File: src/rtl/hdmi_pkg.sv
// Shared encodings for the HDMI period scheduler: period modes, preamble CTL
// patterns, guard-band codes and the fixed period lengths.
package hdmi_pkg;

  typedef enum logic [2:0] {
    M_CTRL      = 3'd0,
    M_VID_PRE   = 3'd1,
    M_VID_GUARD = 3'd2,
    M_VIDEO     = 3'd3,
    M_ISL_PRE   = 3'd4,
    M_ISL_GUARD = 3'd5,
    M_ISL_DATA  = 3'd6
  } mode_e;

  typedef struct packed {
    logic        de;
    logic        vs;
    logic        hs;
    logic [23:0] d;
  } vid_word_t;

  localparam int CNT_W = 7;

  // Pixel-path latency; the delay line holds all but the output register.
  localparam int VID_DELAY = 12;

  localparam int VID_PRE_LEN   = 8;
  localparam int VID_GUARD_LEN = 2;
  localparam int ISL_PRE_LEN   = 8;
  localparam int ISL_GUARD_LEN = 2;

  localparam logic [3:0] CTL_VID_PRE = 4'b0001;
  localparam logic [3:0] CTL_ISL_PRE = 4'b0101;
  localparam logic [3:0] CTL_IDLE    = 4'b0000;

  // TMDS 10-bit guard-band characters used by the downstream encoders.
  localparam logic [9:0] VID_GB_CH0 = 10'b1011001100;
  localparam logic [9:0] VID_GB_CH1 = 10'b0100110011;
  localparam logic [9:0] VID_GB_CH2 = 10'b1011001100;
  localparam logic [9:0] ISL_GB_CH1 = 10'b0100110011;
  localparam logic [9:0] ISL_GB_CH2 = 10'b0100110011;

  function automatic logic [3:0] ctl_for_mode(input mode_e m);
    case (m)
      M_VID_PRE: return CTL_VID_PRE;
      M_ISL_PRE: return CTL_ISL_PRE;
      default:   return CTL_IDLE;
    endcase
  endfunction

endpackage

File: src/rtl/hdmi_video_delay.sv
// Fixed-depth shift register that aligns the pixel/sync stream with the
// scheduler's look-ahead; reset flushes it so stale DE cannot leak out.
module hdmi_video_delay #(
  parameter int DEPTH = 11,
  parameter int W     = 27
) (
  input  logic         clk,
  input  logic         reset,
  input  logic [W-1:0] din_i,
  output logic [W-1:0] dout_o
);

  logic [DEPTH-1:0][W-1:0] pipe_q;

  always_ff @(posedge clk) begin
    if (reset) begin
      pipe_q <= '0;
    end else begin
      pipe_q[0] <= din_i;
      for (int i = 1; i < DEPTH; i++) pipe_q[i] <= pipe_q[i-1];
    end
  end

  assign dout_o = pipe_q[DEPTH-1];

endmodule

File: src/rtl/hdmi_period_scheduler.sv
// Chooses the HDMI period type for every output cycle: video preambles/guards
// ahead of delayed video, and one data island per video-to-blank transition.
module hdmi_period_scheduler
  import hdmi_pkg::*;
#(
  parameter int CTL_GAP     = 12,
  parameter int ISL_PKT_LEN = 32
) (
  input  logic        clk,
  input  logic        reset,
  input  logic        DE,
  input  logic        hsync,
  input  logic        vsync,
  input  logic [23:0] D,
  input  logic        island_req,
  input  logic [11:0] island_data,
  output logic        island_ack,
  output logic        island_rd,
  output mode_e       mode,
  output logic [3:0]  ctl,
  output logic [1:0]  sync,
  output logic [23:0] q_d,
  output logic [11:0] q_nib,
  output logic        overrun
);

  localparam logic [CNT_W-1:0] GAP      = CNT_W'(CTL_GAP);
  localparam logic [CNT_W-1:0] VPRE     = CNT_W'(VID_PRE_LEN);
  localparam logic [CNT_W-1:0] VLAST    = CNT_W'(VID_PRE_LEN + VID_GUARD_LEN - 1);
  localparam logic [CNT_W-1:0] IPRE     = CNT_W'(ISL_PRE_LEN);
  localparam logic [CNT_W-1:0] IGB      = CNT_W'(ISL_PRE_LEN + ISL_GUARD_LEN);
  localparam logic [CNT_W-1:0] IDAT_END = CNT_W'(ISL_PRE_LEN + ISL_GUARD_LEN + ISL_PKT_LEN);
  localparam logic [CNT_W-1:0] IEND     = CNT_W'(ISL_PRE_LEN + 2*ISL_GUARD_LEN + ISL_PKT_LEN);

  vid_word_t vid_in, dly;

  assign vid_in = '{de: DE, vs: vsync, hs: hsync, d: D};

  hdmi_video_delay #(
    .DEPTH (VID_DELAY - 1),
    .W     ($bits(vid_word_t))
  ) u_delay (
    .clk    (clk),
    .reset  (reset),
    .din_i  (vid_in),
    .dout_o (dly)
  );

  // Two-deep DE history: a rise seen here is 10 cycles ahead of the output.
  logic de_s1_q, de_s2_q;
  logic vid_rise;

  assign vid_rise = de_s1_q & ~de_s2_q;

  mode_e            mode_q, mode_d;
  logic [CNT_W-1:0] vpos_q, vpos_d;
  logic [CNT_W-1:0] ipos_q, ipos_d;
  logic [CNT_W-1:0] gcnt_q, gcnt_d;
  logic             ack_q, ack_d;
  logic             rd_q, rd_d;
  logic             ovr_q, ovr_d;
  logic [3:0]       ctl_q, ctl_d;
  logic [1:0]       sync_q, sync_d;
  logic [23:0]      pix_q, pix_d;
  logic [11:0]      nib_q, nib_d;

  always_ff @(posedge clk) begin
    if (reset) begin
      de_s1_q <= 1'b0;
      de_s2_q <= 1'b0;
      mode_q  <= M_CTRL;
      vpos_q  <= '0;
      ipos_q  <= '0;
      gcnt_q  <= '0;
      ack_q   <= 1'b0;
      rd_q    <= 1'b0;
      ovr_q   <= 1'b0;
      ctl_q   <= '0;
      sync_q  <= '0;
      pix_q   <= '0;
      nib_q   <= '0;
    end else begin
      de_s1_q <= DE;
      de_s2_q <= de_s1_q;
      mode_q  <= mode_d;
      vpos_q  <= vpos_d;
      ipos_q  <= ipos_d;
      gcnt_q  <= gcnt_d;
      ack_q   <= ack_d;
      rd_q    <= rd_d;
      ovr_q   <= ovr_d;
      ctl_q   <= ctl_d;
      sync_q  <= sync_d;
      pix_q   <= pix_d;
      nib_q   <= nib_d;
    end
  end

  // vpos/ipos/gcnt are 0 when idle; otherwise they index the current window.
  always_comb begin
    mode_d = M_CTRL;
    vpos_d = '0;
    ipos_d = '0;
    gcnt_d = '0;
    ack_d  = 1'b0;
    rd_d   = 1'b0;
    ovr_d  = 1'b0;
    if (vid_rise) begin
      mode_d = M_VID_PRE;
      vpos_d = CNT_W'(1);
      ovr_d  = (ipos_q != '0);
    end else if (vpos_q != '0) begin
      mode_d = (vpos_q < VPRE) ? M_VID_PRE : M_VID_GUARD;
      vpos_d = (vpos_q == VLAST) ? '0 : vpos_q + CNT_W'(1);
    end else if (dly.de) begin
      mode_d = M_VIDEO;
    end else if (ipos_q != '0) begin
      ipos_d = ipos_q + CNT_W'(1);
      if (ipos_q < IPRE)          mode_d = M_ISL_PRE;
      else if (ipos_q < IGB)      mode_d = M_ISL_GUARD;
      else if (ipos_q < IDAT_END) mode_d = M_ISL_DATA;
      else if (ipos_q < IEND)     mode_d = M_ISL_GUARD;
      else begin
        mode_d = M_CTRL;
        ipos_d = '0;
      end
      // Strobe leads each data output cycle by one.
      rd_d = (ipos_q >= IGB - CNT_W'(1)) && (ipos_q < IDAT_END - CNT_W'(1));
    end else if (gcnt_q != '0) begin
      // Decision cycle is one-shot: a late request waits for the next blank.
      if (gcnt_q == GAP) begin
        if (island_req) begin
          mode_d = M_ISL_PRE;
          ipos_d = CNT_W'(1);
          ack_d  = 1'b1;
        end
      end else begin
        gcnt_d = (gcnt_q > GAP) ? GAP : gcnt_q + CNT_W'(1);
      end
    end else if (mode_q == M_VIDEO) begin
      gcnt_d = CNT_W'(1);
    end
  end

  always_comb begin
    ctl_d  = ctl_for_mode(mode_d);
    sync_d = {dly.vs, dly.hs};
    pix_d  = dly.d;
    nib_d  = '0;
    if (mode_d == M_ISL_DATA) begin
      nib_d      = island_data;
      nib_d[1:0] = {dly.vs, dly.hs};
    end
  end

  assign mode       = mode_q;
  assign ctl        = ctl_q;
  assign sync       = sync_q;
  assign q_d        = pix_q;
  assign q_nib      = nib_q;
  assign island_ack = ack_q;
  assign island_rd  = rd_q;
  assign overrun    = ovr_q;

endmodule

File: config.mk
export PLATFORM = sky130hd
export DESIGN_NAME = hdmi_period_scheduler
export DESIGN_NICKNAME = d
export VERILOG_FILES = /design/src/rtl/hdmi_pkg.sv /design/src/rtl/hdmi_video_delay.sv /design/src/rtl/hdmi_period_scheduler.sv
export SDC_FILE = /design/constraint.sdc
export NUM_CORES = 1
export LEC_CHECK = 0
export ABC_AREA = 1
export ABC_CLOCK_PERIOD_IN_PS = 1400
export BUFFER_PORTS_ARGS = -buffer_cell sky130_fd_sc_hd__buf_2
export CORE_AREA = 2 2 191 118
export CTS_CLUSTER_SIZE = 12
export DETAILED_ROUTE_END_ITERATION = 7
export DIE_AREA = 0 0 193 120
export GPL_TIMING_DRIVEN = 0
export PLACE_DENSITY_LB_ADDON = 0.3
export SLEW_MARGIN = 15
export SYNTH_ARGS = -nofsm -noshare
export SYNTH_HDL_FRONTEND = slang
export SYNTH_SLANG_ARGS = --single-unit
File: constraint.sdc
create_clock -name clk -period 1.4 [get_ports clk]
set_input_delay 0.14 -clock clk [delete_from_list [all_inputs] [get_ports clk]]
set_output_delay 0.14 -clock clk [all_outputs]
set_load 0.01 [all_outputs]
==> results of run 1 <==
## cells in the final DEF, fill, tap and decap left out, types with 7 or more instances in the layout
master and instances:
nand2_1 26, nand4_1 7, inv_2 11, dfxtp_1 358
nor2_4 17, clkbuf_1 11, inv_1 350, clkbuf_16 38
dlygate4sd3_1 38, buf_4 20, buf_2 107, nor2_1 348
nand3_1 10
## cell usage after synthesis (all sizes together)
master,count
a21oi,4
a31oi,3
buf,29
clkbuf,10
conb,1
dfxtp,364
ha,8
inv,363
nand2,35
nand3,15
nand3b,1
nand4,7
nor2,372
nor3,5
nor3b,2
nor4,1
o21ai,4
o221ai,1
o22ai,1
or2,2
xor2,5
## worst paths after layout
path,from,endpoint,slack (ns),depth (start not counted)
setup reg to reg,vpos_q[0],q_nib[8],-0.26,10
hold reg to reg,u_delay.pipe_q[7],u_delay.pipe_q[34],0.39,2
hold / removal,reset,mode[1],-0.08,2
setup / recovery,vpos_q[0],q_nib[8],-0.26,10
## layer usage
| layer | up-vias | wire length [um] | global-route usage [%] |
|---|---|---|---|
| met5 | - | 0 | 0 |
| met4 | 0 | 298 | 4.17 |
| met3 | 31 | 928 | 3.36 |
| met2 | 124 | 6640 | 22.3 |
| met1 | 2555 | 7870 | 19.6 |
| li1 | 3756 | - | - |
## kinds of logic after synthesis
| kind of cell | count (synthesis) | synth area share (%) |
|---|---|---|
| other | 1 | 0.0343 |
| DFF | 364 | 66.7 |
| adders and majority gates | 8 | 0.916 |
| buffers and inverters | 402 | 14.3 |
| xor gates and xnor gates | 5 | 0.401 |
| and+or+nand+nor | 440 | 17.0 |
| AOI/OAI and AO/OA | 13 | 0.676 |
## where the power goes
group          leakage, nW  internal (W)  switching (W)
Sequential            2.95        0.0105      0.0000460
Combinational         2.39      0.000332       0.000438
Clock                0.484       0.00485        0.00342
Total                 5.83        0.0157        0.00391
## flip-flops by register name (all words and copies together), names as in the netlist
register	count
ctl	2
de_s2_q	1
gcnt_q	7
ipos_q	7
island_ack	1
island_rd	1
mode	3
overrun	1
q_d	24
q_nib	12
sync	2
u_delay.dout_o	27
u_delay.pipe_q	269
vpos_q	7
## through the flow
| step | hold slack [ns] | cell area [sq um] | power [W] |
|---|---|---|---|
| final | -0.0816 | 13500 | 0.0196 |
| after global routing | -0.0937 | 13500 | 0.0204 |
| after CTS | -0.105 | 13300 | 0.0198 |
| after detailed placement | 0.345 | 11700 | 0.0113 |
| after global placement | 0.340 | 11700 | 0.0113 |
| after floorplan | 0.217 | 11000 | 0.0112 |
## final cells by class
| class | count | area share (%) |
|---|---|---|
| Multi-Input combinational cell | 472 | 16.7 |
| Clock inverter | 2 | 0.176 |
| Sequential cell | 364 | 54.0 |
| Clock buffer | 40 | 7.17 |
| Buffer | 39 | 1.46 |
| Inverter | 363 | 10.1 |
| Tap cell | 286 | 2.65 |
| Timing Repair Buffer | 147 | 7.65 |
## repair_timing
action | 4_1_cts | 5_1_grt
buffers inserted | 12 | 11
resized for setup | 16 | 32
pin swaps | 7 | 19
setup endpoints to repair | 27 | 32
endpoints found under the hold margin | 40 | 1
gates cloned | 1 | 0
==> flow_summary.ini, run 1 <==
[outcome]
outcome = complete, but fails checks
failed_checks = hold timing, setup timing

[pwr]
p_per_area_nw_per_um2 = 1450
p_leak_nw = 5.83
max-vdd-ir-drop_mv = 0.915

[setup_path]
startpoint_type = flip-flop
critical-path-max-stage-delay_ns = 0.33
path_max_fanout = 5
critPathTopFamily = simple AND/OR/NAND/NOR gates
cpMaxStageDelayCell = dfxtp_2
critPathKind = reg2reg
cp.buffers_inverters = 3
crit_arrival_ns = 2.09
crit_path_end_kind = flip-flop
crit_chain = inv_2 -> ha_4 -> inv_2 -> nor2_4 -> nand4_1 -> nor2_2 -> nand3_2 -> nand3b_4 -> buf_12 -> nor2_4
crit_required_ns = 1.83

[logic_synthesis]
syn_inst = 1233
ys_seq_area_share_pct = 66.7
synth-warning-count = 0
ys_ff_latch = 364
syn_avg_cell_area_sq_um = 8.86
synth_area_leader_cell = dfxtp_1
yosysTopAreaCellShare_pct = 66.7
synth_cell_types = 32
synthesis.area_sq_um = 10900
synth_area_leaders = dfxtp_1 67%, nor2_1 12%, inv_1 12%

[cells_and_area]
fin_cells = 1713
final_util_pct = 62.7
fillers = 1766
multi_input_area_sq_um = 2260
area_growth_pct = 23.7
ff_latch_area_sq_um = 7300
nets = 1473
antenna_cells = 0
drive_gt1_share_pct = 17.0

[timing]
fin_crit_sh_pct = 118
fin_hold_ws_ns = -0.0816
setup-tns-final_ns = -5.61
max_slew_margin_pct = 57.0
drv_slew = 0
hold_viol_final = 1
setup_viol = 29
worst_pin_slew_ns = 0.644
rsz0062_at_grt = yes
final.min_clock_period_ns = 1.66
skew_ns = 0.00754
fin_ws_ns = -0.259
max_freq_ghz = 0.603

[die]
io_pins = 90
start_util_pct = 50.7
rows = 42
dieHeight_um = 120
die-area_sq_um = 23200
die_x_um = 193
core_region_area_sq_um = 21500

[routing]
drt_iter0_drc = 173
drcViolationCount = 0
wl_per_cell_um = 9.19
num_vias = 6466
first_pass_iters = 5
avgViaCountPerCell = 3.77
drtAntennaViolNets = 0
drt_wl_total_um = 15700

[global_routing]
grt_pass1_wl_um = 27100
grt_max_degree = 13
grt_usage_pct = 14.2
grt_pass1_vias = 6208
grt_remaining_overflow = 0
antenna_found_initial = 0

[clock_network]
insertion_delay_ns = 0.49
cts_buffer_depth = 3
htreeDepth = 2
path_clk_slew_ns = 0.06
cts_tree = done
hold_buffers = 38
cts_root_buf = clkbuf_16
cts-buffers-inserted = 36
clock-sinks = 364

[placement]
port_buffers = 85
dp_cells = 1609
place_hpwl_um = 9710
pre_cts_ws_ns = -0.365
place.gp.congestion = 0.748

[min_path]
min_path_type = in2reg

[run]
max-cap-violations = 0
(Power assumes the default switching activity.)
==> inputs of run 2 (changes only) <==
- CORE_AREA: 2 2 191 118 -> 2 2 185 115
- CTS_BUF_LIST: not set -> sky130_fd_sc_hd__clkbuf_8
- DIE_AREA: 0 0 193 120 -> 0 0 187 117
==> flow_summary.ini, run 2 (synthesized netlist as in run 1, its figures left out) <==
[outcome]
outcome = complete, but fails checks
failed_checks = hold timing, setup timing

[cells_and_area]
nets = 1481
layout_common_cells = 367 x inv_1, 360 x dfxtp_1, 351 x nor2_1, 107 x buf_2, 59 x clkbuf_8
area_growth_pct = 22.7
fin_area_sq_um = 13400
largest_reg_flops = 269
final_common_cell = inv_1
drive_gt1_share_pct = 17.6
fin_cells = 1746
top_register = u_delay.pipe_q

[die]
dieHeight_um = 117
die-area_sq_um = 21900
core_region_area_sq_um = 20400
rows = 41
io_pins = 90
start_util_pct = 53.6
die_x_um = 187

[global_routing]
grt_max_degree = 14
grt_usage_pct = 14.9
grt_pass1_vias = 6196
antenna_found_initial = 0
grt_pass1_wl_um = 27200
grt_remaining_overflow = 0

[pwr]
max-vdd-ir-drop_mv = 0.741
p_leak_nw = 5.88
p_per_area_nw_per_um2 = 1440

[setup_path]
r2r_cells = 13
crit_chain = inv_2 -> ha_4 -> inv_4 -> nor2_4 -> nand4_1 -> buf_4 -> inv_2 -> nand2_2 -> nand2_4 -> nor2_8 -> nand3b_4 -> buf_12 -> nor2_4
path_max_fanout = 5
reg2reg_to = q_nib[1]
critPathKind = reg2reg
crit_required_ns = 1.83
critical-path-max-stage-delay_ns = 0.33
cpMaxStageDelayCell = dfxtp_2
crit_arrival_ns = 2.10
critPathTopFamily = simple AND/OR/NAND/NOR gates
cp.buffers_inverters = 5
startpoint_type = flip-flop
r2r_start = vpos_q[1]
rrSetupSlack_ns = -0.27
crit_path_end_kind = flip-flop

[clock_network]
cts_tree = done
clock-sinks = 364
cts_root_buf = clkbuf_8
insertion_delay_ns = 0.54
cts-buffers-inserted = 48
hold_buffers = 38
path_clk_slew_ns = 0.06
htreeDepth = 2
cts_buffer_depth = 3

[routing]
drcViolationCount = 0
avgViaCountPerCell = 3.71
drt_wl_total_um = 15300
num_vias = 6485
drtAntennaViolNets = 0
wl_per_cell_um = 8.79
drt_iter0_drc = 243
first_pass_iters = 4

[min_path]
min_from = reset
worst_hold_path.num_cells = 3
min_path_type = in2reg
holdPathEnd = mode[1]

[timing]
final.min_clock_period_ns = 1.67
drv_slew = 0
rsz0062_at_grt = yes
fin_hold_ws_ns = -0.0163
setup_viol = 28
fin_crit_sh_pct = 119
worst_pin_slew_ns = 0.661
skew_ns = 0.0134
max_slew_margin_pct = 56.0
fin_ws_ns = -0.270
max_freq_ghz = 0.599
hold_viol_final = 1

[placement]
port_buffers = 85
place_hpwl_um = 9310
dpl-instance-area_sq_um = 11700
dp_cells = 1602
place.gp.congestion = 0.755

[run]
max-cap-violations = 0
-- run 2: timing repair --
action                                  4_1_cts  5_1_grt
endpoints found under the setup margin       26       35
gates resized for setup                      18       14
endpoints found under the hold margin        40        1
setup buffers                                15        4
gates cloned                                  1        0
pin swaps                                     8       11
-- run 2: where the power goes --
| group | internal [W] | total [W] | switching, W |
|---|---|---|---|
| Combinational | 0.000315 | 0.000736 | 0.000421 |
| Clock | 0.00438 | 0.00796 | 0.00358 |
| Sequential | 0.0105 | 0.0106 | 0.0000449 |
-- run 2: metrics by stage --
stage | total power, W | util (%) | TNS (ns) | setup slack, ns
CTS | 0.0195 | 65.4 | -4.33 | -0.233
floorplan | 0.0112 | - | -0.315 | -0.0326
detailed placement | 0.0113 | 57.6 | -23.33 | -0.285
global placement | 0.0113 | 57.6 | -28.23 | -0.334
global route | 0.0201 | 65.8 | -7.69 | -0.343
finish | 0.0192 | 65.8 | -5.41 | -0.270
-- run 2: cell type report --
class                      count  area, sq um
antenna                        2         5.00
sequential                   364         7300
clock inverter                25          198
buffer                        39          198
inverter                     363         1370
fill                        1668         6970
tap                          279          349
multi-input combinational    472         2180
clock buffer                  59          812
timing repair buffer         143          991
-- run 2: per-layer routing --
metal,up-vias,routed length [um],global-route usage (%)
met5,-,0,0
met2,153,6290,23.8
met4,0,243,5.29
met1,2511,7910,19.9
li1,3801,-,-
met3,20,896,3.97
-- run 2: worst min-delay path, delay by kind of cell --
kind / cells / cell delay, ns
and+or+nand+nor: 1 / 0.06
buffers and inverters: 2 / 0.28
-- run 2: how the worst max path moves through the flow --
stage,start,slack (ns),to,depth (start not counted)
2_1_floorplan,vpos_q[1],-0.03,q_nib[1],12
3_3_place_gp,reset,-0.33,q_d[18],5
3_5_place_dp,reset,-0.28,sync[0],5
4_1_cts,vpos_q[1],-0.23,q_nib[1],13
5_1_grt,vpos_q[1],-0.34,q_nib[8],13
6_report,vpos_q[1],-0.27,q_nib[1],13
